<file path="config.mk">
export PLATFORM = sky130hd
export DESIGN_NAME = calc_alu_seq_flat
export DESIGN_NICKNAME = d
export VERILOG_FILES = /design/src/rtl/calc_alu_seq_if.sv /design/src/rtl/calc_alu_seq.sv /design/src/flat_wrapper.sv
export SDC_FILE = /design/constraint.sdc
export NUM_CORES = 1
export LEC_CHECK = 0
export CAP_MARGIN = 40
export CORE_ASPECT_RATIO = 1.25
export CORE_UTILIZATION = 40
export CTS_CLUSTER_SIZE = 30
export DETAILED_ROUTE_END_ITERATION = 10
export HOLD_SLACK_MARGIN = 0.12
export PLACE_DENSITY = 0.54
export SLEW_MARGIN = 20
export SYNTH_ARGS = -nofsm -noshare
export SYNTH_HDL_FRONTEND = slang
export SYNTH_SLANG_ARGS = --single-unit
</file>
<file path="constraint.sdc">
create_clock -name clk -period 10.4 [get_ports clk]
set_clock_uncertainty 0.15 [all_clocks]
set_input_delay 1.04 -clock clk [delete_from_list [all_inputs] [get_ports clk]]
set_output_delay 1.04 -clock clk [all_outputs]
set_load 0.05 [all_outputs]
</file>
<file path="src/rtl/calc_alu_seq_if.sv">
`default_nettype none
// ============================================================================
// Module   : calc_alu_seq_if
// Purpose  : Request/response bundle for the sequential calculator ALU.
//            The requester drives start/op/operands/acc_clr; the ALU returns
//            the result, the overflow flag and its busy/done status.
// Revision : 1.0 - initial release
// ============================================================================
interface calc_alu_seq_if #(
  parameter int WIDTH = 11
) ();

  logic             start;
  logic [1:0]       op;
  logic [WIDTH-1:0] a;
  logic [WIDTH-1:0] b;
  logic             acc_clr;
  logic [WIDTH-1:0] q;
  logic             ovf;
  logic             busy;
  logic             done;

  modport master (
    output start, op, a, b, acc_clr,
    input  q, ovf, busy, done
  );

  modport slave (
    input  start, op, a, b, acc_clr,
    output q, ovf, busy, done
  );

endinterface
`default_nettype wire

</file>
<file path="src/rtl/calc_alu_seq.sv">
`default_nettype none
// ============================================================================
// Module   : calc_alu_seq
// Purpose  : Sequential two's-complement arithmetic unit: ADD, SUB, ACC in a
//            single execute cycle, signed MUL via a WIDTH-step shift-add
//            datapath. start/busy/done handshake, explicit signed overflow.
// Revision : 1.0 - initial release
// ============================================================================
module calc_alu_seq #(
  parameter int WIDTH = 11
) (
  input  wire logic     clk,
  input  wire logic     rst,
  calc_alu_seq_if.slave bus
);

  localparam int         CW       = $clog2(WIDTH);
  localparam int         MSB      = WIDTH - 1;
  localparam logic [CW-1:0] c_last = CW'(WIDTH - 1);
  localparam logic [1:0] c_op_add = 2'b00;
  localparam logic [1:0] c_op_sub = 2'b01;
  localparam logic [1:0] c_op_mul = 2'b10;
  localparam logic [1:0] c_op_acc = 2'b11;

  typedef enum logic [1:0] {
    S_IDLE = 2'd0,
    S_EXEC = 2'd1,
    S_MUL  = 2'd2,
    S_DONE = 2'd3
  } state_t;

  state_t r_state;
  state_t w_state_next;

  // Latched request
  logic [1:0]         r_op;
  logic [WIDTH-1:0]   r_a;
  logic [WIDTH-1:0]   r_b;

  // Architectural state
  logic [WIDTH-1:0]   r_acc;
  logic [WIDTH-1:0]   r_q;
  logic               r_ovf;

  // Multiplier working registers
  logic [2*WIDTH-1:0] r_mcand;
  logic [2*WIDTH-1:0] r_prod;
  logic [WIDTH-1:0]   r_mplier;
  logic [CW-1:0]      r_cnt;

  // Handshake decode
  logic w_idle;
  logic w_accept;
  logic w_clear;

  // Single-cycle arithmetic
  logic [WIDTH-1:0] w_sum;
  logic [WIDTH-1:0] w_diff;
  logic [WIDTH-1:0] w_acc_sum;
  logic             w_sum_ovf;
  logic             w_diff_ovf;
  logic             w_acc_ovf;
  logic [WIDTH-1:0] w_exec_q;
  logic             w_exec_ovf;

  // Multiplier step
  logic               w_mul_last;
  logic [2*WIDTH-1:0] w_pp;
  logic [2*WIDTH-1:0] w_prod_next;
  logic               w_mul_ovf;

  assign w_idle   = (r_state == S_IDLE);
  // Clear has priority over start when both arrive in IDLE.
  assign w_clear  = w_idle && bus.acc_clr;
  assign w_accept = w_idle && bus.start && !bus.acc_clr;

  assign bus.q    = r_q;
  assign bus.ovf  = r_ovf;
  assign bus.busy = (r_state != S_IDLE);
  assign bus.done = (r_state == S_DONE);

  // ---------------------------------------------------------------------
  // Add/sub/accumulate datapath with sign-rule overflow detection
  // ---------------------------------------------------------------------
  assign w_sum      = r_a + r_b;
  assign w_diff     = r_a - r_b;
  assign w_acc_sum  = r_acc + r_a;

  assign w_sum_ovf  = (r_a[MSB] == r_b[MSB]) && (w_sum[MSB] != r_a[MSB]);
  assign w_diff_ovf = (r_a[MSB] != r_b[MSB]) && (w_diff[MSB] != r_a[MSB]);
  assign w_acc_ovf  = (r_acc[MSB] == r_a[MSB]) && (w_acc_sum[MSB] != r_acc[MSB]);

  // Select the single-cycle result for the latched opcode
  always_comb begin
    w_exec_q   = w_sum;
    w_exec_ovf = w_sum_ovf;
    case (r_op)
      c_op_sub: begin
        w_exec_q   = w_diff;
        w_exec_ovf = w_diff_ovf;
      end
      c_op_acc: begin
        w_exec_q   = w_acc_sum;
        w_exec_ovf = w_acc_ovf;
      end
      default: begin
        w_exec_q   = w_sum;
        w_exec_ovf = w_sum_ovf;
      end
    endcase
  end

  // ---------------------------------------------------------------------
  // Shift-add multiplier. The multiplicand is sign-extended to 2*WIDTH and
  // shifted left each step; the multiplier is consumed LSB first. The final
  // step handles the multiplier sign bit, whose weight is -2^(WIDTH-1), so
  // that partial product is subtracted. The 2*WIDTH accumulation holds the
  // exact product even for -2^(WIDTH-1) * -2^(WIDTH-1).
  // ---------------------------------------------------------------------
  assign w_mul_last  = (r_cnt == c_last);
  assign w_pp        = r_mplier[0] ? r_mcand : '0;
  assign w_prod_next = w_mul_last ? (r_prod - w_pp) : (r_prod + w_pp);
  // Product fits in WIDTH bits only if its top WIDTH+1 bits are all equal.
  assign w_mul_ovf   = !((&w_prod_next[2*WIDTH-1:MSB]) ||
                         (~|w_prod_next[2*WIDTH-1:MSB]));

  // State register
  always_ff @(posedge clk or posedge rst) begin
    if (rst) begin
      r_state <= S_IDLE;
    end else begin
      r_state <= w_state_next;
    end
  end

  // Next-state logic
  always_comb begin
    w_state_next = r_state;
    case (r_state)
      S_IDLE: begin
        if (w_accept) begin
          w_state_next = (bus.op == c_op_mul) ? S_MUL : S_EXEC;
        end
      end
      S_EXEC:  w_state_next = S_DONE;
      S_MUL: begin
        if (w_mul_last) begin
          w_state_next = S_DONE;
        end
      end
      S_DONE:  w_state_next = S_IDLE;
      default: w_state_next = S_IDLE;
    endcase
  end

  // Capture opcode and operands only when a request is accepted
  always_ff @(posedge clk or posedge rst) begin
    if (rst) begin
      r_op <= 2'b00;
      r_a  <= '0;
      r_b  <= '0;
    end else if (w_accept) begin
      r_op <= bus.op;
      r_a  <= bus.a;
      r_b  <= bus.b;
    end
  end

  // Accumulator: cleared from IDLE, updated only by an ACC execute
  always_ff @(posedge clk or posedge rst) begin
    if (rst) begin
      r_acc <= '0;
    end else if (w_clear) begin
      r_acc <= '0;
    end else if ((r_state == S_EXEC) && (r_op == c_op_acc)) begin
      r_acc <= w_acc_sum;
    end
  end

  // Multiplier working registers: seeded on accept, stepped in MUL
  always_ff @(posedge clk or posedge rst) begin
    if (rst) begin
      r_mcand  <= '0;
      r_mplier <= '0;
      r_prod   <= '0;
      r_cnt    <= '0;
    end else if (w_accept) begin
      r_mcand  <= {{WIDTH{bus.a[MSB]}}, bus.a};
      r_mplier <= bus.b;
      r_prod   <= '0;
      r_cnt    <= '0;
    end else if (r_state == S_MUL) begin
      r_mcand  <= r_mcand << 1;
      r_mplier <= r_mplier >> 1;
      r_prod   <= w_prod_next;
      r_cnt    <= r_cnt + CW'(1);
    end
  end

  // Result register: loaded only on the edge that enters DONE
  always_ff @(posedge clk or posedge rst) begin
    if (rst) begin
      r_q   <= '0;
      r_ovf <= 1'b0;
    end else if (r_state == S_EXEC) begin
      r_q   <= w_exec_q;
      r_ovf <= w_exec_ovf;
    end else if ((r_state == S_MUL) && w_mul_last) begin
      r_q   <= w_prod_next[WIDTH-1:0];
      r_ovf <= w_mul_ovf;
    end
  end

endmodule
`default_nettype wire

</file>
<file path="src/flat_wrapper.sv">
// flat-port wrapper written by rule: the top's interface ports become plain ports
module calc_alu_seq_flat 
#(
  parameter int WIDTH = 11
)
  (clk, rst, bus_start, bus_op, bus_a, bus_b, bus_acc_clr, bus_q, bus_ovf, bus_busy, bus_done);
  calc_alu_seq_if #(.WIDTH(WIDTH)) bus_i ();
  input  wire logic clk;
  input  wire logic rst;
  input wire logic [$bits(bus_i.start)-1:0] bus_start;
  input wire logic [$bits(bus_i.op)-1:0] bus_op;
  input wire logic [$bits(bus_i.a)-1:0] bus_a;
  input wire logic [$bits(bus_i.b)-1:0] bus_b;
  input wire logic [$bits(bus_i.acc_clr)-1:0] bus_acc_clr;
  output wire logic [$bits(bus_i.q)-1:0] bus_q;
  output wire logic [$bits(bus_i.ovf)-1:0] bus_ovf;
  output wire logic [$bits(bus_i.busy)-1:0] bus_busy;
  output wire logic [$bits(bus_i.done)-1:0] bus_done;
  assign bus_i.start = bus_start;
  assign bus_i.op = bus_op;
  assign bus_i.a = bus_a;
  assign bus_i.b = bus_b;
  assign bus_i.acc_clr = bus_acc_clr;
  assign bus_q = bus_i.q;
  assign bus_ovf = bus_i.ovf;
  assign bus_busy = bus_i.busy;
  assign bus_done = bus_i.done;
  calc_alu_seq #(.WIDTH(WIDTH)) u_core (.clk(clk), .rst(rst), .bus(bus_i));
endmodule
</file>
==> metrics.cfg <==
[critical_path]
critPathArrivalTime_ns = 4.93
start_kind = flip-flop
crit_chain = nor4_1 -> nand3_1 -> or2_1 -> nand2_1 -> xnor2_1 -> nand2_1 -> ha_1 -> a21o_1 -> a221oi_1 -> mux2_2 -> o211ai_1 -> or4_1 -> or4_1 -> o32ai_1 -> a21boi_1
crit_required_ns = 10.50
crit_family = simple AND/OR/NAND/NOR gates
max_stage_delay_ns = 0.57
crit_type = flip-flop to flip-flop
crit_path_max_fanout = 8
cpMaxStageDelayCell = nor4_1
critical_path_buf_inv_count = 0
setup.worst_path.end_class = flip-flop

[cells_and_area]
nets = 1013
drive_above_1_share = 0.0431
area_delta_synth_final_pct = 13.3
fillers = 1906
finalInstanceArea_um2 = 8780
diodes = 0

[global_routing]
grtUsageMet3 = 0.0189
top_usage_layer = met2
met1_usage = 0.256
grt_overflow = 0
track_usage = 0.226
met2_usage = 0.437
antenna_found_initial = 0
grt_pass1_vias = 6400
grt_first_pass_wirelength_um = 34300
grt_max_degree = 86

[placed_design]
place.gp.congestion = 0.937
dpl-instance-area_um2 = 8420
portBuffers = 41
hpwlAfterDp_um = 16400

[sta]
slew_viol_final = 0
finalCriticalPeriod_ns = 4.83
post-route-period-util = 0.465
fmax_mhz = 207
setup_viol = 0
hold_viol = 0
fin_setup_tns_ns = 0
relSlewSlack = 0.478
worstMarginPinSlew_ns = 0.780
rsz0062_at_grt = false

[clocking]
clk_pin_slew_worst_paths_ns = 0.08
clock_tree.root_cell = clkbuf_16
tritoncts = built
cts_sinks = 108
cts_max_path_buffers = 2
clk_latency_ns = 0.37
h-tree-depth = 3
cts_buffers = 9
holdBufCountCts = 0
cts_setup_buffers = 0
cts_resized = 0

[yosys]
synth_edf_count = 0
synth_seq_area_share = 0.349
async_reset_ff_frac = 1.00
syn-cell-area_um2 = 7750
synth_cell_types = 64
synth_nets = 992
synth_top_flop_cell = dfrtp_1
synth-seq-cells = 108
avgSynthCellArea_um2 = 8.60
ys_warn_count = 0
netlist_instances = 901

[min_path]
holdCritPathClass = flip-flop to flip-flop

[die]
die_w_um = 127
die_h_um = 158
start_util = 0.411
coreArea_um2 = 18800
dieArea_um2 = 19900
rows = 56
io_pins = 42

[routing]
antenna_left = 0
via_per_inst = 5.53
firstDrtPassIters = 4
drtIter0Drc = 294
vias = 6409
drt_wl_total_um = 21600
wl_per_cell_um = 18.6
drc = 0

[run_status]
outcome = finished clean

[job]
maxCapViolations = 0

## cells by family (layout without fill, tap and decap cells)
logic type,after synthesis,in the layout,share of synthesized area
xor gates and xnor gates,57,57,0.0644
muxes,58,58,0.0751
adders and majority gates,63,63,0.106
AOI/OAI and AO/OA,238,238,0.194
buffers and inverters,82,108,0.0397
and+or+nand+nor,295,295,0.173
DFF,108,108,0.349
## routing by layer
layer  vias to the layer above  wire (µm)  part of all wire
met5                         -          0                 0
met4                         0        581             0.027
met3                        27        327             0.015
met2                        71      11700              0.54
met1                      3066       8980              0.42
li1                       3245          -                 -
## worst reg2reg max path: stages (launching register included)
cell and delay, ns:
dfrtp_1 0.45, nor4_1 0.57, nand3_1 0.28, or2_1 0.36
nand2_1 0.11, xnor2_1 0.13, nand2_1 0.08, ha_1 0.40
a21o_1 0.21, a221oi_1 0.47, mux2_2 0.24, o211ai_1 0.13
or4_1 0.44, or4_1 0.48, o32ai_1 0.13, a21boi_1 0.10
## state kept, by name, indices dropped and copies added, names as in the netlist
register and cells:
u_core.r_prod 22, u_core.r_mplier 11, u_core.r_acc 11, u_core.r_op 2
u_core.r_mcand 22, u_core.r_state 2, u_core.bus.q 11, u_core.r_a 11
u_core.r_cnt 4, u_core.r_b 11, u_core.bus.ovf 1
## cells in the final DEF (no fill, tap or decap), types with 11 or more instances in the layout
cell type,count
a21o_1,13
xor2_1,22
nand2_1,113
nand3_1,12
clkdlybuf4s50_1,41
dfrtp_1,108
inv_1,35
a31oi_1,11
and3_1,15
ha_1,58
o211ai_1,14
mux2i_1,57
o21ai_1,33
a21oi_1,71
nand2b_1,11
o21ai_0,34
nor3_1,20
nor2_1,82
xnor2_1,35
## cells in the mapped netlist, drive strengths merged (5+ instances only)
library cell,number,area [µm²]
a31oi,12,90.1
or3,6,37.5
nor2b,7,43.8
a21o,13,97.6
o211ai,14,105
nor3,20,100
nand3b,6,45.0
mux2i,57,571
a211oi,9,67.6
ha,59,738
xnor2,35,307
xor2,22,193
nand3,12,60.1
inv,37,139
o21bai,5,37.5
clkbuf,41,154
o31ai,5,37.5
or4,5,37.5
nor2,82,308
nand2b,11,68.8
a21oi,71,355
o21ai,67,335
nand2,113,424
and3,16,101
dfrtp,108,2700
## area by class of cell
type / instances / area [µm²] / area share
inverter: 38 / 145 / 0.0165
sequential: 108 / 2700 / 0.308
tap: 232 / 290 / 0.0331
timing repair buffer: 54 / 568 / 0.0647
clock inverter: 7 / 88.8 / 0.0101
multi-input combinational: 711 / 4760 / 0.542
clock buffer: 9 / 225 / 0.0257
## path summary, 6_finish.rpt
path                                          startpoint                       endpoint  cells after the start  slack, ns
setup reg to reg           u_core.r_mcand[4]$_DFFE_PP0P_     u_core.bus.ovf$_DFFE_PP0P_                     15       5.57
min in group asynchronous                            rst     u_core.bus.ovf$_DFFE_PP0P_                      2       0.89
hold / removal               u_core.r_acc[9]$_DFFE_PP0P_    u_core.r_acc[9]$_DFFE_PP0P_                      2       0.39
setup / recovery           u_core.r_mcand[4]$_DFFE_PP0P_     u_core.bus.ovf$_DFFE_PP0P_                     15       5.57
max in group asynchronous                            rst  u_core.r_state[0]$_DFFE_PP0P_                      4       8.19
hold reg to reg              u_core.r_acc[9]$_DFFE_PP0P_    u_core.r_acc[9]$_DFFE_PP0P_                      2       0.39
## metrics by stage
stage          hold WS (ns)  setup WS, ns  instances   util
4_1_cts               0.388          5.31       1156  0.463
3_3_place_gp          0.355          5.46       1138  0.444
2_1_floorplan         0.316          5.81        901      -
5_1_grt               0.413          5.15       1159  0.466
6_report              0.385          5.57       1159  0.466
3_5_place_dp          0.357          5.33       1140  0.447
Power is not shown: default switching activity piles up to over one toggle a cycle in this logic, so the estimate is an artifact.
